$ cat config.mk
export PLATFORM = sky130hd
export DESIGN_NAME = riscv_wb_arbiter_flat
export DESIGN_NICKNAME = d
export VERILOG_FILES = /design/src/rtl/riscv_wb_arbiter_if.sv /design/src/rtl/riscv_wb_arbiter.sv /design/src/flat_wrapper.sv
export SDC_FILE = /design/constraint.sdc
export NUM_CORES = 1
export LEC_CHECK = 0
export BUFFER_PORTS_ARGS = -buffer_cell sky130_fd_sc_hd__clkbuf_2
export CAP_MARGIN = 15
export CORE_ASPECT_RATIO = 0.9
export CORE_MARGIN = 1.5
export CORE_UTILIZATION = 55
export CTS_BUF_LIST = sky130_fd_sc_hd__clkbuf_16
export CTS_CLUSTER_DIAMETER = 40
export DETAILED_ROUTE_END_ITERATION = 16
export PLACE_DENSITY = 0.81
export SKIP_CTS_REPAIR_TIMING = 1
export SLEW_MARGIN = 10
export SYNTH_ARGS = -nofsm -noshare
export SYNTH_HDL_FRONTEND = slang
export SYNTH_SLANG_ARGS = --single-unit
$ cat constraint.sdc
create_clock -name clk -period 10.1 [get_ports clk]
set_clock_uncertainty 0.05 [all_clocks]
set_input_delay 2.02 -clock clk [delete_from_list [all_inputs] [get_ports clk]]
set_output_delay 2.02 -clock clk [all_outputs]
set_load 0.005 [all_outputs]
$ cat src/rtl/riscv_wb_arbiter_if.sv
// rtl/riscv_wb_arbiter_if.sv - execute/load producer and register-file write port bundle
interface riscv_wb_arbiter_if;
  logic        ex_valid;
  logic        ex_ready;
  logic [4:0]  ex_rd;
  logic [31:0] ex_data;
  logic        ld_valid;
  logic        ld_ready;
  logic [4:0]  ld_rd;
  logic [31:0] ld_data;
  logic [1:0]  ld_size;
  logic        ld_unsigned;
  logic [1:0]  ld_offset;
  logic        we3;
  logic [4:0]  a3;
  logic [31:0] wd3;
  logic        busy;

  // Arbiter side: consumes both producers, drives the write port.
  modport slave (
    input  ex_valid, ex_rd, ex_data,
    input  ld_valid, ld_rd, ld_data, ld_size, ld_unsigned, ld_offset,
    output ex_ready, ld_ready, we3, a3, wd3, busy
  );

  // Producer / register-file side.
  modport master (
    output ex_valid, ex_rd, ex_data,
    output ld_valid, ld_rd, ld_data, ld_size, ld_unsigned, ld_offset,
    input  ex_ready, ld_ready, we3, a3, wd3, busy
  );
endinterface

$ cat src/rtl/riscv_wb_arbiter.sv
// rtl/riscv_wb_arbiter.sv - merges execute results and formatted loads onto one register write port
module riscv_wb_arbiter #(
  parameter int DEPTH = 2
) (
  input  logic               clk,
  input  logic               rst,
  riscv_wb_arbiter_if.slave  bus
);
  localparam int AW = (DEPTH > 1) ? $clog2(DEPTH) : 1;
  localparam int CW = AW + 1;

  logic [4:0]    fifo_rd_q   [DEPTH];
  logic [31:0]   fifo_data_q [DEPTH];
  logic [AW-1:0] rd_ptr_q, wr_ptr_q;
  logic [CW-1:0] count_q;
  logic          we3_q;
  logic [4:0]    a3_q;
  logic [31:0]   wd3_q;

  logic          full, empty, hazard, stall_ex;
  logic          ld_acc, push, pop, bypass, sel;
  logic [4:0]    sel_rd;
  logic [31:0]   sel_data;
  logic [31:0]   ld_fmt;
  logic [31:0]   byte_sh, half_sh;
  logic [AW-1:0] rel;

  assign full  = (count_q == CW'(DEPTH));
  assign empty = (count_q == '0);

  // Extract the addressed byte/half from the raw word and extend it.
  always_comb begin
    byte_sh = bus.ld_data >> {bus.ld_offset, 3'b000};
    half_sh = bus.ld_data >> {bus.ld_offset[1], 4'b0000};
    ld_fmt  = bus.ld_data;
    case (bus.ld_size)
      2'd0:    ld_fmt = bus.ld_unsigned ? {24'b0, byte_sh[7:0]}
                                        : {{24{byte_sh[7]}}, byte_sh[7:0]};
      2'd1:    ld_fmt = bus.ld_unsigned ? {16'b0, half_sh[15:0]}
                                        : {{16{half_sh[15]}}, half_sh[15:0]};
      default: ld_fmt = bus.ld_data;
    endcase
  end

  // An older buffered load to the same rd must retire before the execute write.
  always_comb begin
    hazard = 1'b0;
    rel    = '0;
    for (int i = 0; i < DEPTH; i++) begin
      rel = AW'(i) - rd_ptr_q;
      if (({1'b0, rel} < count_q) && (fifo_rd_q[i] == bus.ex_rd))
        hazard = 1'b1;
    end
    hazard = hazard && bus.ex_valid && (bus.ex_rd != 5'd0);
  end

  assign stall_ex     = full || hazard;
  assign bus.ex_ready = !rst && !stall_ex;
  assign bus.ld_ready = !rst && !full;
  assign ld_acc       = bus.ld_valid && bus.ld_ready;

  // Priority pick of the single write-port user for this cycle.
  always_comb begin
    pop      = 1'b0;
    bypass   = 1'b0;
    sel      = 1'b0;
    sel_rd   = fifo_rd_q[rd_ptr_q];
    sel_data = fifo_data_q[rd_ptr_q];
    if (stall_ex) begin
      pop = 1'b1;
      sel = 1'b1;
    end else if (bus.ex_valid) begin
      sel      = 1'b1;
      sel_rd   = bus.ex_rd;
      sel_data = bus.ex_data;
    end else if (!empty) begin
      pop = 1'b1;
      sel = 1'b1;
    end else if (ld_acc) begin
      bypass   = 1'b1;
      sel      = 1'b1;
      sel_rd   = bus.ld_rd;
      sel_data = ld_fmt;
    end
  end

  assign push = ld_acc && !bypass;

  // FIFO storage; contents are qualified by count so they need no reset.
  always_ff @(posedge clk) begin
    if (push) begin
      fifo_rd_q[wr_ptr_q]   <= bus.ld_rd;
      fifo_data_q[wr_ptr_q] <= ld_fmt;
    end
  end

  // Pointers, occupancy and the registered write port.
  always_ff @(posedge clk) begin
    if (rst) begin
      rd_ptr_q <= '0;
      wr_ptr_q <= '0;
      count_q  <= '0;
      we3_q    <= 1'b0;
      a3_q     <= 5'd0;
      wd3_q    <= 32'd0;
    end else begin
      if (push) wr_ptr_q <= wr_ptr_q + 1'b1;
      if (pop)  rd_ptr_q <= rd_ptr_q + 1'b1;
      case ({push, pop})
        2'b10:   count_q <= count_q + 1'b1;
        2'b01:   count_q <= count_q - 1'b1;
        default: count_q <= count_q;
      endcase
      // x0 slots still consume the source but never enable the write.
      we3_q <= sel && (sel_rd != 5'd0);
      if (sel) begin
        a3_q  <= sel_rd;
        wd3_q <= sel_data;
      end
    end
  end

  assign bus.we3  = we3_q;
  assign bus.a3   = a3_q;
  assign bus.wd3  = wd3_q;
  assign bus.busy = !empty;
endmodule

$ cat src/flat_wrapper.sv
// flat-port wrapper written by rule: the top's interface ports become plain ports
module riscv_wb_arbiter_flat 
#(
  parameter int DEPTH = 2
)
  (clk, rst, bus_ex_valid, bus_ex_rd, bus_ex_data, bus_ld_valid, bus_ld_rd, bus_ld_data, bus_ld_size, bus_ld_unsigned, bus_ld_offset, bus_ex_ready, bus_ld_ready, bus_we3, bus_a3, bus_wd3, bus_busy);
  riscv_wb_arbiter_if bus_i ();
  input  logic clk;
  input  logic rst;
  input wire logic [$bits(bus_i.ex_valid)-1:0] bus_ex_valid;
  input wire logic [$bits(bus_i.ex_rd)-1:0] bus_ex_rd;
  input wire logic [$bits(bus_i.ex_data)-1:0] bus_ex_data;
  input wire logic [$bits(bus_i.ld_valid)-1:0] bus_ld_valid;
  input wire logic [$bits(bus_i.ld_rd)-1:0] bus_ld_rd;
  input wire logic [$bits(bus_i.ld_data)-1:0] bus_ld_data;
  input wire logic [$bits(bus_i.ld_size)-1:0] bus_ld_size;
  input wire logic [$bits(bus_i.ld_unsigned)-1:0] bus_ld_unsigned;
  input wire logic [$bits(bus_i.ld_offset)-1:0] bus_ld_offset;
  output wire logic [$bits(bus_i.ex_ready)-1:0] bus_ex_ready;
  output wire logic [$bits(bus_i.ld_ready)-1:0] bus_ld_ready;
  output wire logic [$bits(bus_i.we3)-1:0] bus_we3;
  output wire logic [$bits(bus_i.a3)-1:0] bus_a3;
  output wire logic [$bits(bus_i.wd3)-1:0] bus_wd3;
  output wire logic [$bits(bus_i.busy)-1:0] bus_busy;
  assign bus_i.ex_valid = bus_ex_valid;
  assign bus_i.ex_rd = bus_ex_rd;
  assign bus_i.ex_data = bus_ex_data;
  assign bus_i.ld_valid = bus_ld_valid;
  assign bus_i.ld_rd = bus_ld_rd;
  assign bus_i.ld_data = bus_ld_data;
  assign bus_i.ld_size = bus_ld_size;
  assign bus_i.ld_unsigned = bus_ld_unsigned;
  assign bus_i.ld_offset = bus_ld_offset;
  assign bus_ex_ready = bus_i.ex_ready;
  assign bus_ld_ready = bus_i.ld_ready;
  assign bus_we3 = bus_i.we3;
  assign bus_a3 = bus_i.a3;
  assign bus_wd3 = bus_i.wd3;
  assign bus_busy = bus_i.busy;
  riscv_wb_arbiter #(.DEPTH(DEPTH)) u_core (.clk(clk), .rst(rst), .bus(bus_i));
endmodule
==> results.cfg, run 1 <==
[run_status]
outcome = completed

[grt]
track_usage = 0.278
grt_max_degree = 39
antenna_found_initial = 0
grt_pass1_wl_um = 22200
grt_pass1_vias = 4302
grt_remaining_overflow = 0

[finish]
final_area_mm2 = 0.00672
diodes = 0
nNetsFinal = 655
stdcell_count = 710
drive_gt1_frac = 0.313
fillerInstances = 696
area_growth_pct = 23.8

[critical_path]
reg2regPathDepth = 6
cp-start-kind = input port
rrSetupSlack_ns = 7.09
cp.required_ns = 8.03
cp-end-kind = primary output
path_max_fanout = 38
path_class = input port to primary output
crit_arrival_ns = 3.73

[timing]
period_share = 0.574
whs_ns = 0.399
final_max_slew_viol_count = 0
setup_tns_ns = 0
relSlewSlack = 0.195
fin_crit_ns = 5.80
finalSetupViolCount = 0
finalHoldViolations = 0
fin_ws_ns = 4.30
rsz0062_at_grt = false
tightest_slew_ns = 1.21
fmax_mhz = 173

[detailed_routing]
dr.pass1.iters = 8
drt_iter0_markers = 357
drc_errors = 0
drtAntennaViolNets = 0
wl_per_cell_um = 20.2
vias = 4410
avgViaCountPerCell = 6.21
routed_wl_um = 14300

[synthesis]
syn_inst = 455
yosys-top-cells-area = edfxtp_1, dfxtp_1, mux2i_1
syn_avg_cell_area_um2 = 11.9
yosysMostFrequentCell = edfxtp_1
synth_common_cells = edfxtp_1, nand2_1, dfxtp_1
synth_largest_area_cell = edfxtp_1
syn-cell-area_mm2 = 0.00542
netlist.area_leader.share = 0.410
syn_nets = 539
yosysSeqAreaShare = 0.568
ys.flop_type = edfxtp_1
synth_edf_count = 74
synth-seq-cells = 117
ys_types = 51
yosys_warnings = 0
async_flop_share = 0

[floorplanning]
placementRows = 34
initial_core_util = 0.564
io_pins = 124
die_w_um = 108
die_height_um = 97.2
dieArea_mm2 = 0.0105
fp.coreArea_mm2 = 0.00961

[clock_network]
clockBufferDepth = 2
cts_buffers = 17
path_clk_slew_ns = 0.05
clock_latency_ns = 0.41
cts_tree = done
cts-root-buf = clkbuf_16
cts_sinks = 117
htreeDepth = 4

[job]
drv_cap = 0

[placement]
portBuffers = 123
pre_cts_slack_ns = 4.36
gp_congestion = 0.909
placed_area_mm2 = 0.00609
hpwlAfterDp_um = 9080
placedCellCount = 676

[worst_hold_path]
min_path_type = flop to flop
holdPathStages = 1

[power_and_ir_drop]
p_leak_uw = 0.00284
p_per_area_mw_per_mm2 = 235
peakVddDrop_mv = 0.195
[layout make-up]
type	count	area, um2	area share
Sequential cell	117	3080	0.459
Timing Repair Buffer	128	693	0.103
Inverter	3	11.3	0.00168
Tap cell	126	158	0.0235
Multi-Input combinational cell	304	2200	0.327
Clock inverter	15	148	0.0220
Clock buffer	17	425	0.0633
[path summary, 6_finish.rpt]
| check | from | to |
|---|---|---|
| max | bus_ex_valid | bus_ex_ready |
| min | u_core.bus.wd3[21] | u_core.bus.wd3[21] |
| max reg2reg | u_core.count_q[0] | u_core.bus.wd3[14] |
| min reg2reg | u_core.bus.wd3[21] | u_core.bus.wd3[21] |
[metrics by stage]
step,power [uW],utilization
6_report,1580,0.699
5_1_grt,1640,0.699
4_1_cts,1570,0.693
3_5_place_dp,990,0.633
3_3_place_gp,979,0.633
2_1_floorplan,874,-
[sequential cells by signal, indices dropped and copies added, names as in the netlist, named ones only]
name,count
u_core.bus.wd3,32
u_core.fifo_rd_q,10
u_core.fifo_data_q,64
u_core.wr_ptr_q,1
u_core.rd_ptr_q,1
u_core.count_q,2
u_core.bus.a3,5
u_core.bus.we3,1
[report_power, final]
part	total, uW	leakage, uW	switching [uW]	internal [uW]
registers	645	0.00104	65.2	579
clock network	582	0.000289	203	379
logic	349	0.00151	180	170
total	1580	0.00284	448	1130
[critical path, stage by stage]
cell and delay, ns:
clkbuf_2 0.68, inv_1 0.34, a21oi_1 0.39, a21boi_0 0.14
clkbuf_2 0.14
[per-layer routing]
layer	global-route usage	vias to the layer above	share of wire
met1	0.359	2112	0.39
li1	-	1994	-
met4	0.115	0	0.022
met5	0	-	0
met2	0.444	268	0.49
met3	0.0718	36	0.094
[cells in the final DEF, fill, tap and decap left out, types with 6 or more instances in the layout]
| cell | netlist | routed |
|---|---|---|
| dfxtp_1 | 43 | 42 |
| xnor2_1 | 9 | 9 |
| edfxtp_1 | 74 | 74 |
| o21ai_0 | 12 | 12 |
| inv_1 | 3 | 6 |
| clkbuf_16 | 0 | 17 |
| a22oi_1 | 30 | 30 |
| mux2_2 | 13 | 13 |
| and3_1 | 8 | 8 |
| o22ai_1 | 37 | 37 |
| nand2_1 | 48 | 48 |
| a221o_1 | 7 | 7 |
| nor2_1 | 13 | 11 |
| mux2i_1 | 33 | 33 |
| a22o_1 | 9 | 9 |
| a21oi_1 | 11 | 11 |
| clkbuf_2 | 0 | 123 |
| a21o_1 | 25 | 25 |
[cells by family (layout without fill, tap and decap cells)]
family,after synthesis,count (layout),share of synthesized area
flip-flops,117,117,0.568
AO/OA/AOI/OAI,150,150,0.197
adder cells (fa/ha/maj),1,1,0.00231
XOR/XNOR,14,14,0.0226
buffers and inverters,34,163,0.0316
AND/OR/NAND/NOR,92,92,0.0856
multiplexers,47,47,0.0920
Note: power is estimated with default switching activity, not from simulation.
==> run 2, diff against run 1 <==
Settings changed: ABC_AREA from default to 1, CORE_UTILIZATION 55 to 50, PLACE_DENSITY 0.81 to 0.77.
Clock period 10.1 ns to 5.3 ns, I/O delays scaled along.
==> results.cfg, run 2 <==
[clock_network]
cts_buffers = 17
cts_sinks = 117
cts_tree = done
htreeDepth = 4
path_clk_slew_ns = 0.05
clock_latency_ns = 0.41
cts-root-buf = clkbuf_16
clockBufferDepth = 2

[synthesis]
synth-simple-area-share = 0.322
async_flop_share = 0
syn_inst = 770
ys_types = 30
yosysSeqAreaShare = 0.520
yosys_warnings = 0
synth_common_cells = nand2_1, edfxtp_1, dfxtp_1
ys.flop_type = edfxtp_1
synth_top_family_by_area = simple AND/OR/NAND/NOR gates
synth-adder-area-share = 0.00211
synthMuxAreaShare = 0.0135
netlist.area_leader.share = 0.375
synthXorXnorAreaFrac = 0
synth-seq-cells = 117
synth_largest_area_cell = edfxtp_1
yosys-top-cells-area = edfxtp_1, nand2_1, dfxtp_1
synth_edf_count = 74
yosysMostFrequentCell = nand2_1
synth-compound-area-share = 0.0851
syn_nets = 854
syn-cell-area_mm2 = 0.00593
syn_avg_cell_area_um2 = 7.70

[timing]
tightest_slew_ns = 0.978
period_share = 0.724
final_max_slew_viol_count = 0
rsz0062_at_grt = false
fmax_mhz = 260
fin_crit_ns = 3.84
relSlewSlack = 0.348
finalHoldViolations = 0
setup_tns_ns = 0
finalSetupViolCount = 0
fin_ws_ns = 1.46

[detailed_routing]
drt_iter0_markers = 540
vias = 5541
dr.pass1.iters = 5
highest_layer = met4
wl_per_cell_um = 15.1
wl_met2_um = 7390
routed_wl_um = 15900
avgViaCountPerCell = 5.26
met3_length_um = 1370
drt-met1-wl_um = 6940
drc_errors = 0
drtAntennaViolNets = 0

[finish]
largest-register = u_core.fifo_data_q
stdcell_count = 1053
drive_gt1_frac = 0.201
diodes = 0
nNetsFinal = 968
largest_register_ffs = 64
area_growth_pct = 21.3
final_cell_mix = nand2_1, clkbuf_2, edfxtp_1, dfxtp_1, inv_1
multi_input_area_mm2 = 0.00252
regArea_mm2 = 0.00308
mostFrequentLayoutCell = nand2_1
fillerInstances = 1025
final_area_mm2 = 0.00719

[critical_path]
path_class = input port to primary output
cp-start-kind = input port
crit_arrival_ns = 2.73
path_max_fanout = 43
cp-end-kind = primary output
rrSetupSlack_ns = 2.99
cp.required_ns = 4.19

[worst_hold_path]
min_path_type = flop to flop

[placement]
portBuffers = 123
pre_cts_slack_ns = 1.47
gp_congestion = 0.879
hpwlAfterDp_um = 10400
placedCellCount = 1020
placed_area_mm2 = 0.00662

[floorplanning]
placementRows = 37
fp.coreArea_mm2 = 0.0115
dieArea_mm2 = 0.0125
die_height_um = 106
io_pins = 124
initial_core_util = 0.516
die_w_um = 118

[power_and_ir_drop]
peakVddDrop_mv = 0.397
p_per_area_mw_per_mm2 = 430
p_leak_uw = 0.00354
total_power_uw = 3090

[grt]
track_usage = 0.259
grt_remaining_overflow = 0
grt_max_degree = 44
grt_pass1_wl_um = 25200
antenna_found_initial = 0
grt_pass1_vias = 5132

[job]
drv_cap = 0

[run_status]
outcome = completed
[run 2: changes by cell type after synthesis, sizes merged, moves of 9 or more]
cell | previous run | this run
nor2 | 13 | 25
o22ai | 38 | 0
inv | 3 | 39
xnor2 | 9 | 0
a21o | 26 | 0
mux2 | 13 | 0
mux2i | 33 | 8
nand2 | 48 | 411
a22oi | 30 | 16
nand3 | 1 | 39
a22o | 9 | 0
o21ai | 16 | 55
[run 2: critical path, cell delays in order]
cell and delay (ns):
clkbuf_2 0.72, inv_1 0.29, a31oi_1 0.29, nand2_2 0.12
nand2_2 0.09, nor2_1 0.04, clkbuf_2 0.11
[run 2: kinds of logic after synthesis]
kind of cell | Yosys count
compound gates | 90
fa+ha+maj | 1
buf+inv | 76
flops | 117
mux | 8
simple gates | 478
[run 2: path summary, 6_finish.rpt]
| path | startpoint | endpoint | depth (start not counted) |
|---|---|---|---|
| setup / recovery | bus_ex_valid | bus_ex_ready | 7 |
| hold / removal | u_core.bus.wd3[13] | u_core.bus.wd3[13] | 2 |
| setup reg to reg | flop | u_core.bus.wd3[3] | 8 |
| hold reg to reg | u_core.bus.wd3[13] | u_core.bus.wd3[13] | 2 |
[run 2: power by group]
group | switching, uW | leakage (uW) | internal, uW
sequential | 75.9 | 0.00104 | 1120
combinational | 559 | 0.00223 | 299
clock | 399 | 0.000278 | 638
[run 2: final cells by class]
cell class	instances	share of cell area
clock buffer	19	0.0662
clock inverter	13	0.00871
inverter	39	0.0204
multi-input combinational	577	0.351
sequential	117	0.429
tap	156	0.0272
timing repair buffer	132	0.0979
[run 2: metrics by stage]
step | hold slack [ns] | util
after floorplan | 0.396 | -
after global routing | 0.413 | 0.626
after global placement | 0.387 | 0.577
after detailed placement | 0.388 | 0.577
final | 0.400 | 0.626
after CTS | 0.402 | 0.623
[run 2: layer usage]
| layer | track usage | vias up |
|---|---|---|
| li1 | - | 2732 |
| met1 | 0.348 | 2513 |
| met2 | 0.412 | 274 |
| met3 | 0.0633 | 22 |
| met4 | 0.0932 | 0 |
| met5 | 0 | - |
